[src/rtl/div_seq.sv]
// 32-bit sequential restoring divider (DIV/DIVU): result 34 edges after accept, 3 for divide-by-zero.
// Holds result_o/ready_o while start_i stays high; annul_i aborts only while iterating.
module div_seq (
  input  logic        clk,
  input  logic        rst_n,
  input  logic        signed_div_i,
  input  logic [31:0] opdata1_i,
  input  logic [31:0] opdata2_i,
  input  logic        start_i,
  input  logic        annul_i,
  output logic [63:0] result_o,
  output logic        ready_o
);

  typedef enum logic [1:0] {FREE, BYZERO, ON, END} state_t;

  state_t      state_q, state_n;
  logic [5:0]  cnt_q, cnt_n;
  logic [31:0] rem_q, rem_n;
  logic [31:0] quo_q, quo_n;
  logic [31:0] dvs_q, dvs_n;
  logic        neg_quo_q, neg_quo_n;
  logic        neg_rem_q, neg_rem_n;
  logic [63:0] result_n;
  logic        ready_n;

  logic [31:0] mag1, mag2;
  logic [32:0] trial;

  assign mag1 = (signed_div_i && opdata1_i[31]) ? (~opdata1_i + 32'd1) : opdata1_i;
  assign mag2 = (signed_div_i && opdata2_i[31]) ? (~opdata2_i + 32'd1) : opdata2_i;

  // quo_q starts as the dividend and shifts left, feeding the remainder while quotient bits fill in
  assign trial = {rem_q, quo_q[31]} - {1'b0, dvs_q};

  always_comb begin
    state_n   = state_q;
    cnt_n     = cnt_q;
    rem_n     = rem_q;
    quo_n     = quo_q;
    dvs_n     = dvs_q;
    neg_quo_n = neg_quo_q;
    neg_rem_n = neg_rem_q;
    result_n  = result_o;
    ready_n   = ready_o;

    case (state_q)
      FREE: begin
        result_n = 64'h0;
        ready_n  = 1'b0;
        if (start_i && !annul_i) begin
          rem_n     = 32'h0;
          quo_n     = mag1;
          dvs_n     = mag2;
          cnt_n     = 6'd0;
          neg_quo_n = signed_div_i & (opdata1_i[31] ^ opdata2_i[31]);
          neg_rem_n = signed_div_i & opdata1_i[31];
          state_n   = (opdata2_i == 32'h0) ? BYZERO : ON;
        end
      end
      BYZERO: begin
        state_n  = END;
        result_n = 64'h0;
        ready_n  = 1'b0;
      end
      ON: begin
        if (annul_i) begin
          state_n  = FREE;
          cnt_n    = 6'd0;
          result_n = 64'h0;
          ready_n  = 1'b0;
        end else if (cnt_q == 6'd32) begin
          state_n  = END;
          cnt_n    = 6'd0;
          ready_n  = 1'b1;
          result_n = {(neg_rem_q ? (~rem_q + 32'd1) : rem_q),
                      (neg_quo_q ? (~quo_q + 32'd1) : quo_q)};
        end else begin
          cnt_n = cnt_q + 6'd1;
          if (!trial[32]) begin
            rem_n = trial[31:0];
            quo_n = {quo_q[30:0], 1'b1};
          end else begin
            rem_n = {rem_q[30:0], quo_q[31]};
            quo_n = {quo_q[30:0], 1'b0};
          end
        end
      end
      END: begin
        ready_n = 1'b1;
        if (!start_i) begin
          state_n  = FREE;
          result_n = 64'h0;
          ready_n  = 1'b0;
        end
      end
      default: begin
        state_n  = FREE;
        result_n = 64'h0;
        ready_n  = 1'b0;
      end
    endcase
  end

  always_ff @(posedge clk or negedge rst_n) begin
    if (!rst_n) begin
      state_q   <= FREE;
      cnt_q     <= 6'd0;
      rem_q     <= 32'h0;
      quo_q     <= 32'h0;
      dvs_q     <= 32'h0;
      neg_quo_q <= 1'b0;
      neg_rem_q <= 1'b0;
      result_o  <= 64'h0;
      ready_o   <= 1'b0;
    end else begin
      state_q   <= state_n;
      cnt_q     <= cnt_n;
      rem_q     <= rem_n;
      quo_q     <= quo_n;
      dvs_q     <= dvs_n;
      neg_quo_q <= neg_quo_n;
      neg_rem_q <= neg_rem_n;
      result_o  <= result_n;
      ready_o   <= ready_n;
    end
  end

endmodule

[config.mk]
export PLATFORM = sky130hd
export DESIGN_NAME = div_seq
export DESIGN_NICKNAME = d
export VERILOG_FILES = /design/src/rtl/div_seq.sv
export SDC_FILE = /design/constraint.sdc
export NUM_CORES = 1
export LEC_CHECK = 0
export BUFFER_PORTS_ARGS = -buffer_cell sky130_fd_sc_hd__buf_2
export CAP_MARGIN = 20
export CORE_MARGIN = 2
export CORE_UTILIZATION = 50
export CTS_BUF_LIST = sky130_fd_sc_hd__clkbuf_16
export CTS_CLUSTER_SIZE = 8
export DETAILED_ROUTE_END_ITERATION = 10
export PLACE_DENSITY_LB_ADDON = 0.12
export SYNTH_ARGS = -nofsm -noshare
export SYNTH_HDL_FRONTEND = slang
export SYNTH_SLANG_ARGS = --single-unit
[constraint.sdc]
create_clock -name clk -period 6.3 [get_ports clk]
set_input_delay 0.315 -clock clk [delete_from_list [all_inputs] [get_ports clk]]
set_output_delay 0.315 -clock clk [all_outputs]
set_load 0.05 [all_outputs]
==> results.md, run 1 <==
* Dpl cells at 1,728
* Met2 GRT Util at 35.0%
* IO Port Bufs at approximately 130
* Initial antenna violation count at 0
* Placer Congestion at 0.878
* Clock Path Buffers at 2
* Final Hold Vio Count at 0
* First-pass GRT wire length at approximately 49,000 microns
* Synth warn at 0
* Max Cap Violations at 0
* Root buf cell: clkbuf_16
* Die X at 154 microns
* Flops & latches, synth at ~170
* Hold worst-path end: state_q[1]$_DFFE_PN0P_
* Unrepaired setup endpoints after global routing: no
* Tmin final at around 4.0 ns
* Die area at approximately 0.024 sq mm
* Crit Reg-Reg Endpoint: rem_q[30]$_DFFE_PN0P_
* Antenna cells at 0
* Async SR Flop Fraction at between 90% and 100%
* Area Overhead vs Synth at 13.4%
* DR WL/cell at between 15 and 20 microns
* Pleak at 6.04 nW
* Power Density at 413 mW/mm^2
* # DRC at 0
* Gr busiest metal: met1
* Synthesized netlist cell count at ~1.4k
* Startpoint type of the worst setup path: register
* Total power at 5.28 mW
* Worst Hold Class: input port to register
* Sequential element share of the synthesized area at about two fifths
* Syn_area_per_cell at roughly 8 sq um
* GR Layer Usage met1 at between 40% and 50%
* Dpl cell area at 0.0121 sq mm
* DR vias at approximately 10k
* Count of cell types in the netlist at just under 60
* Final core utilization at about three fifths
* Num rows at 54
* Routed Wire Length at roughly 30,000 microns
* Clk pin slew, worst setup/hold paths at roughly 0.08 ns
* Register-to-register setup slack at between 2 and 2.5 ns
* Number of nets still failing antenna checks after routing at 0
* DR vias/cell at between 5 and 6
* Hold wc startpoint: annul_i
* Status: completed
* Final #Nets at between 1.5k and 2k
* TritonCTS clock tree: built
* Reg-to-Reg Start: quo_q[31]$_DFFE_PN0P_
* Critical path endpoint category: register
* Pin count of the biggest net entering global routing at 81
* Clock latency on the worst-skew pair at about 0.45 ns
* Final setup violation count at 0
* Least-Margin Pin Slew at roughly 0.85 ns
* Initial DRT Pass Iterations at 5
* Slew headroom at approximately 43%
* Hold Slack at 0.138 ns
* H-tree levels at 4
* GR Util met3 at ~3.8%
* # IOs at about 130
* Gr ovfl total at 0
* Arrival @ worst endpoint at about 4.3 ns
* FMAX at between 200 and 250 MHz
* R2R depth at 13
* Share of layout cells above drive strength 1 at about an eighth
* Pre-CTS WS at 2.35 ns
* Crit path required time at 6.63 ns
* Synthesized Nets at 1,486
* Setup TNS at 0 ns
* Initial DRC count at 740
* Main synth FF type: dfrtp_1
* Design area at ~0.013 sq mm
* Largest fanout on the critical path at 42
* DP Wirelength at about 22,000 microns
* CTS Buf Count at 17
* Vias in the first global route at between 9k and 10k
* Total core area at 0.0220 sq mm
* Crit Path Category: register to register
* Clock skew at 0.0163 ns
* Slew Limit Fails at 0
* CTS Sinks at 171
* Maximum VDD drop at 0.224 mV
* Layout Cells excl Fill at approximately 1.8k
* WHS Path Cells at 2
* Initial Utilization at between 50% and 60%
* Global-route usage over all layers at between 20% and 30%
* Post-synth EDFFs at 0
* Setup ws final at 2.30 ns
* Fin crit share at 63.6%
* Mapped Area at about 0.011 sq mm
* Die Y at 154 microns
-- flip-flops by register name (all words and copies together) (netlist names) --
register and cells:
neg_quo_q 1, rem_q 32, ready_o 1, result_o 64
quo_q 32, neg_rem_q 1, dvs_q 32, state_q 2
cnt_q 6
-- layout by cell type, fill, tap and decap left out, types with 8 or more instances in the layout --
cell type	count
nand2_1	211
o21ai_0	190
dfrtp_1	171
buf_2	132
a21oi_1	91
nor2_1	82
xor2_1	81
xnor2_1	59
inv_1	57
nand3_1	39
ha_1	38
o31ai_1	32
nor3_1	29
mux2i_1	23
a21o_1	19
nor4_1	18
clkbuf_16	17
nand2b_1	15
or3_1	14
and3_1	12
a31oi_1	12
buf_4	12
o41ai_1	9
or4_1	8
o311ai_0	8
-- kinds of logic (layout without fill, tap and decap cells) --
family	after synthesis	count (layout)	share of synthesized area (%)
buf+inv	132	236	4.44
simple gates	469	469	19.0
compound gates	403	403	21.1
fa+ha+maj	39	39	4.40
flops	171	171	38.0
mux	24	24	2.14
xor+xnor	140	140	10.9
-- per-layer routing --
metal,vias to the layer above,routed length (microns),part of all wire [%]
met5,-,0,0
met4,0,237,0.80
met3,19,1850,6.3
met2,285,11600,39
met1,4713,15900,54
li1,5019,-,-
-- cell usage after synthesis, drive strengths merged, types with 2 or more instances --
library cell / number / area share, %
a31oi: 12 / 0.67
o311ai: 9 / 0.70
nand2: 212 / 7.1
a221o: 3 / 0.27
ha: 38 / 4.2
inv: 57 / 1.9
nor4: 18 / 1.0
mux2i: 23 / 2.0
o21a: 3 / 0.20
nand3b: 2 / 0.13
a221oi: 2 / 0.16
a21oi: 91 / 4.0
nor3b: 2 / 0.13
nand3: 39 / 1.7
buf: 8 / 0.31
o211ai: 4 / 0.27
a211oi: 2 / 0.13
dfrtp: 171 / 38
and3: 12 / 0.67
a31o: 2 / 0.16
xor2: 81 / 6.3
and2: 7 / 0.39
o41ai: 9 / 0.70
or2: 7 / 0.39
a41oi: 3 / 0.23
nor2: 84 / 2.8
clkbuf: 67 / 2.2
nor3: 29 / 1.3
o21ai: 192 / 8.6
nand4: 7 / 0.39
a2111oi: 2 / 0.16
or4: 10 / 0.73
a211o: 2 / 0.16
xnor2: 59 / 4.6
o31ai: 33 / 2.3
nand2b: 15 / 0.83
nor2b: 7 / 0.39
a21o: 19 / 1.3
or3: 16 / 0.93
a21boi: 2 / 0.13
o21bai: 7 / 0.47
-- power breakdown --
part	internal, mW	switching (mW)
combinational	0.896	1.54
clock	0.616	0.530
sequential	1.36	0.336
total	2.87	2.41
-- timing repair --
action | CTS | global route
hold buffers | 1 | 0
buffers inserted | 0 | 0
endpoints found under the setup margin | 0 | 0
hold endpoints to repair | 48 | 0
resized for setup | 0 | 0
-- cell type report --
type,count,area [sq um]
Clock inverter,15,214
Tap cell,280,350
Clock buffer,17,425
Timing Repair Buffer,147,792
Inverter,57,214
Sequential cell,171,4280
Multi-Input combinational cell,1075,6500
Fill cell,2102,9190
-- how the worst max path moves through the flow --
stage	start	end	slack, ns	cells after the start
2_1_floorplan	quo_q[31]$_DFFE_PN0P_	rem_q[18]$_DFFE_PN0P_	3.06	13
3_3_place_gp	quo_q[31]$_DFFE_PN0P_	rem_q[18]$_DFFE_PN0P_	2.45	13
3_5_place_dp	quo_q[31]$_DFFE_PN0P_	rem_q[18]$_DFFE_PN0P_	2.35	13
4_1_cts	quo_q[31]$_DFFE_PN0P_	rem_q[30]$_DFFE_PN0P_	2.30	13
5_1_grt	quo_q[31]$_DFFE_PN0P_	rem_q[30]$_DFFE_PN0P_	2.06	13
6_report	quo_q[31]$_DFFE_PN0P_	rem_q[30]$_DFFE_PN0P_	2.30	13
-- worst max-delay path: stages, from the launching register on --
cell and delay [ns]:
dfrtp_1 0.37, inv_1 0.08, ha_1 0.22, fa_1 0.41
nand2b_1 0.18, a21oi_1 0.17, o21ai_0 0.13, a21oi_1 0.32
a41oi_1 0.27, and3_1 0.22, or4_1 0.59, buf_4 0.33
and2_1 0.27, a221o_1 0.30
(Power assumes the default switching activity.)
==> inputs of run 2 (changes only) <==
ABC_AREA = 1   (was not set)
clock period = 3.2 ns   (was 6.3 ns; I/O delays follow)
==> results.md, run 2 <==
* Antenna cells at 0
* Initial Utilization at 50.7%
* Clk pin slew, worst setup/hold paths at 0.08 ns
* Synthesized Nets at 2,185
* Share of layout cells above drive strength 1 at 10.6%
* Initial DRC count at just over 1k
* Tmin final at between 2 and 3 ns
* Placer Congestion at just over 1
* Setup TNS at 0 ns
* Count of cell types in the netlist at 45
* Number of nets still failing antenna checks after routing at 0
* First-pass GRT wire length at approximately 68,000 microns
* DP Wirelength at around 34,000 microns
* Post-synth EDFFs at 0
* CP most frequent cell: nand2_1
* Critical path endpoint category: register
* H-tree levels at 4
* Unrepaired setup endpoints after global routing: no
* Main synth FF type: dfrtp_1
* Maximum VDD drop at between 0.8 and 0.9 mV
* Final Hold Vio Count at 0
* Setup Fix Bufs, Post-CTS at 0
* Status: completed
* Sequential element share of the synthesized area at about a third
* Top cells by count, synth: nand2_1, inv_1, nand3_1
* Fin crit share at 84.4%
* Post-synth top area share at roughly a third
* Crit path required time at 3.54 ns
* CP delay by family, top: simple AND/OR/NAND/NOR gates
* Total power at roughly 16 mW
* Syn_area_per_cell at 6.34 sq um
* TritonCTS clock tree: built
* IO Port Bufs at between 100 and 150
* Critical path, cell by cell: ha_1 -> nand2_1 -> inv_1 -> nand2_1 -> nor3_1 -> nand3_1 -> nand3_1 -> nand2_1 -> nand2_1 -> nand2_1 -> nand3_1 -> nand2_1
* Gr ovfl total at 0
* # DRC at 0
* Largest register FFs at 64
* Area Overhead vs Synth at 12.3%
* Die X at roughly 170 microns
* Mapped Area at ~0.013 sq mm
* Slew Limit Fails at 0
* Synth warn at 0
* Die area at ~0.028 sq mm
* Least-Margin Pin Slew at approximately 0.86 ns
* Total core area at 0.0260 sq mm
* Critical path's largest stage delay at around 0.50 ns
* Root buf cell: clkbuf_16
* CTS resizes at 0
* Flops & latches, synth at roughly 170
* R2R depth at 12
* Die Y at 166 microns
* Hold_buf cts at 1
* CTS Sinks at 171
* Synth top area cells: dfrtp_1, nand2_1, inv_1
* Commonest cells after routing, fill and taps aside: nand2_1, inv_1, nand3_1
* Top cell type by total area after synthesis: dfrtp_1
* Top-count cell post-synth: nand2_1
* Routed Wire Length at about 42,000 microns
* Hold Slack at around 0.032 ns
* Clock skew at 0.0137 ns
* Reg with most FFs: result_o
* Synthesized netlist cell count at 2,077
* Largest fanout on the critical path at 6
* Clock Path Buffers at 2
* Critical path depth in cells at 12
* Most common cell after layout, fill and taps aside: nand2_1
* Initial antenna violation count at 0
* Pin count of the biggest net entering global routing at between 70 and 80
* Final setup violation count at 0
* DR vias at 13.7k
* Pleak at 8.07 nW
* DR vias/cell at around 5.4
* Final #Nets at between 2k and 2.5k
* CTS Buf Count at 17
* Initial DRT Pass Iterations at 5
* Num rows at a little under 60
* Vias in the first global route at approximately 13k
* DR WL/cell at 16.6 microns
* Crit Path Category: register to register
* CP bufs+invs at 1
* Worst Hold Class: input port to register
* Arrival @ worst endpoint at a little over 3 ns
* FMAX at ~370 MHz
* Clock latency on the worst-skew pair at between 0.4 and 0.5 ns
* Slowest CP cell: dfrtp_1
* Global-route usage over all layers at 30.6%
* Async SR Flop Fraction at 100%
* Startpoint type of the worst setup path: register
* WHS Path Cells at 3
* Slew headroom at 42.0%
* Power Density at between 1000 and 1500 mW/mm^2
* Max Cap Violations at 0
* # IOs at 134
-- run 2: routing by layer --
| layer | up-vias | GRT usage [%] | part of all wire (%) |
|---|---|---|---|
| met5 | - | 0 | 0 |
| met4 | 0 | 6.97 | 1.7 |
| met3 | 48 | 4.50 | 7.1 |
| met2 | 485 | 44.8 | 42 |
| met1 | 6286 | 47.6 | 50 |
| li1 | 6869 | - | - |
-- run 2: path summary, 6_finish.rpt --
check	startpoint	endpoint	slack (ns)
worst min register to register	result_o[42]$_DFFE_PN0P_	result_o[42]$_DFFE_PN0P_	0.48
worst max register to register	rem_q[11]$_DFFE_PN0P_	rem_q[19]$_DFFE_PN0P_	0.50
max in group asynchronous	rst_n	quo_q[7]$_DFFE_PN0P_	2.07
min in group asynchronous	rst_n	result_o[47]$_DFFE_PN0P_	0.28
worst max-delay path	rem_q[11]$_DFFE_PN0P_	rem_q[19]$_DFFE_PN0P_	0.50
worst min-delay path	opdata2_i[31]	dvs_q[31]$_DFFE_PN0P_	0.03
-- run 2: per-stage QoR --
| stage | instances | utilization (%) | worst slack [ns] | cell area [sq um] |
|---|---|---|---|---|
| 2_1_floorplan | 2077 | - | 0.998 | 13200 |
| 5_1_grt | 2543 | 56.9 | 0.316 | 14800 |
| 3_5_place_dp | 2511 | 54.6 | 0.572 | 14200 |
| 4_1_cts | 2543 | 56.9 | 0.556 | 14800 |
| 6_report | 2543 | 56.9 | 0.499 | 14800 |
| 3_3_place_gp | 2511 | 54.6 | 0.598 | 14200 |
-- run 2: cell families (layout without fill, tap and decap cells) --
logic type               count (synthesis)  after routing  synth area share (%)
AO/OA/AOI/OAI                          317            317                  13.1
adder cells (fa/ha/maj)                 39             39                  3.76
buffers and inverters                  365            496                  11.0
AND/OR/NAND/NOR                       1135           1135                  36.4
flip-flops                             171            171                  32.5
XOR/XNOR                                50             50                  3.33
-- run 2: tightest hold or removal path, cell delays in order --
cell,delay [ns]
buf_2,0.11
nand3_1,0.08
o21ai_0,0.08
-- run 2: power breakdown --
part | switching, mW | internal, mW | total, mW
Combinational | 7.42 | 3.09 | 10.5
Clock | 1.05 | 1.04 | 2.09
Sequential | 0.741 | 3.01 | 3.75
Total | 9.22 | 7.15 | 16.4
-- run 2: final cells by class --
cell class                      count  area, sq um
Fill cell                        2644        11200
Multi-Input combinational cell   1541         7460
Sequential cell                   171         4280
Inverter                          302         1130
Timing Repair Buffer              163          912
Clock buffer                       17          425
Tap cell                          335          419
Clock inverter                     14          158
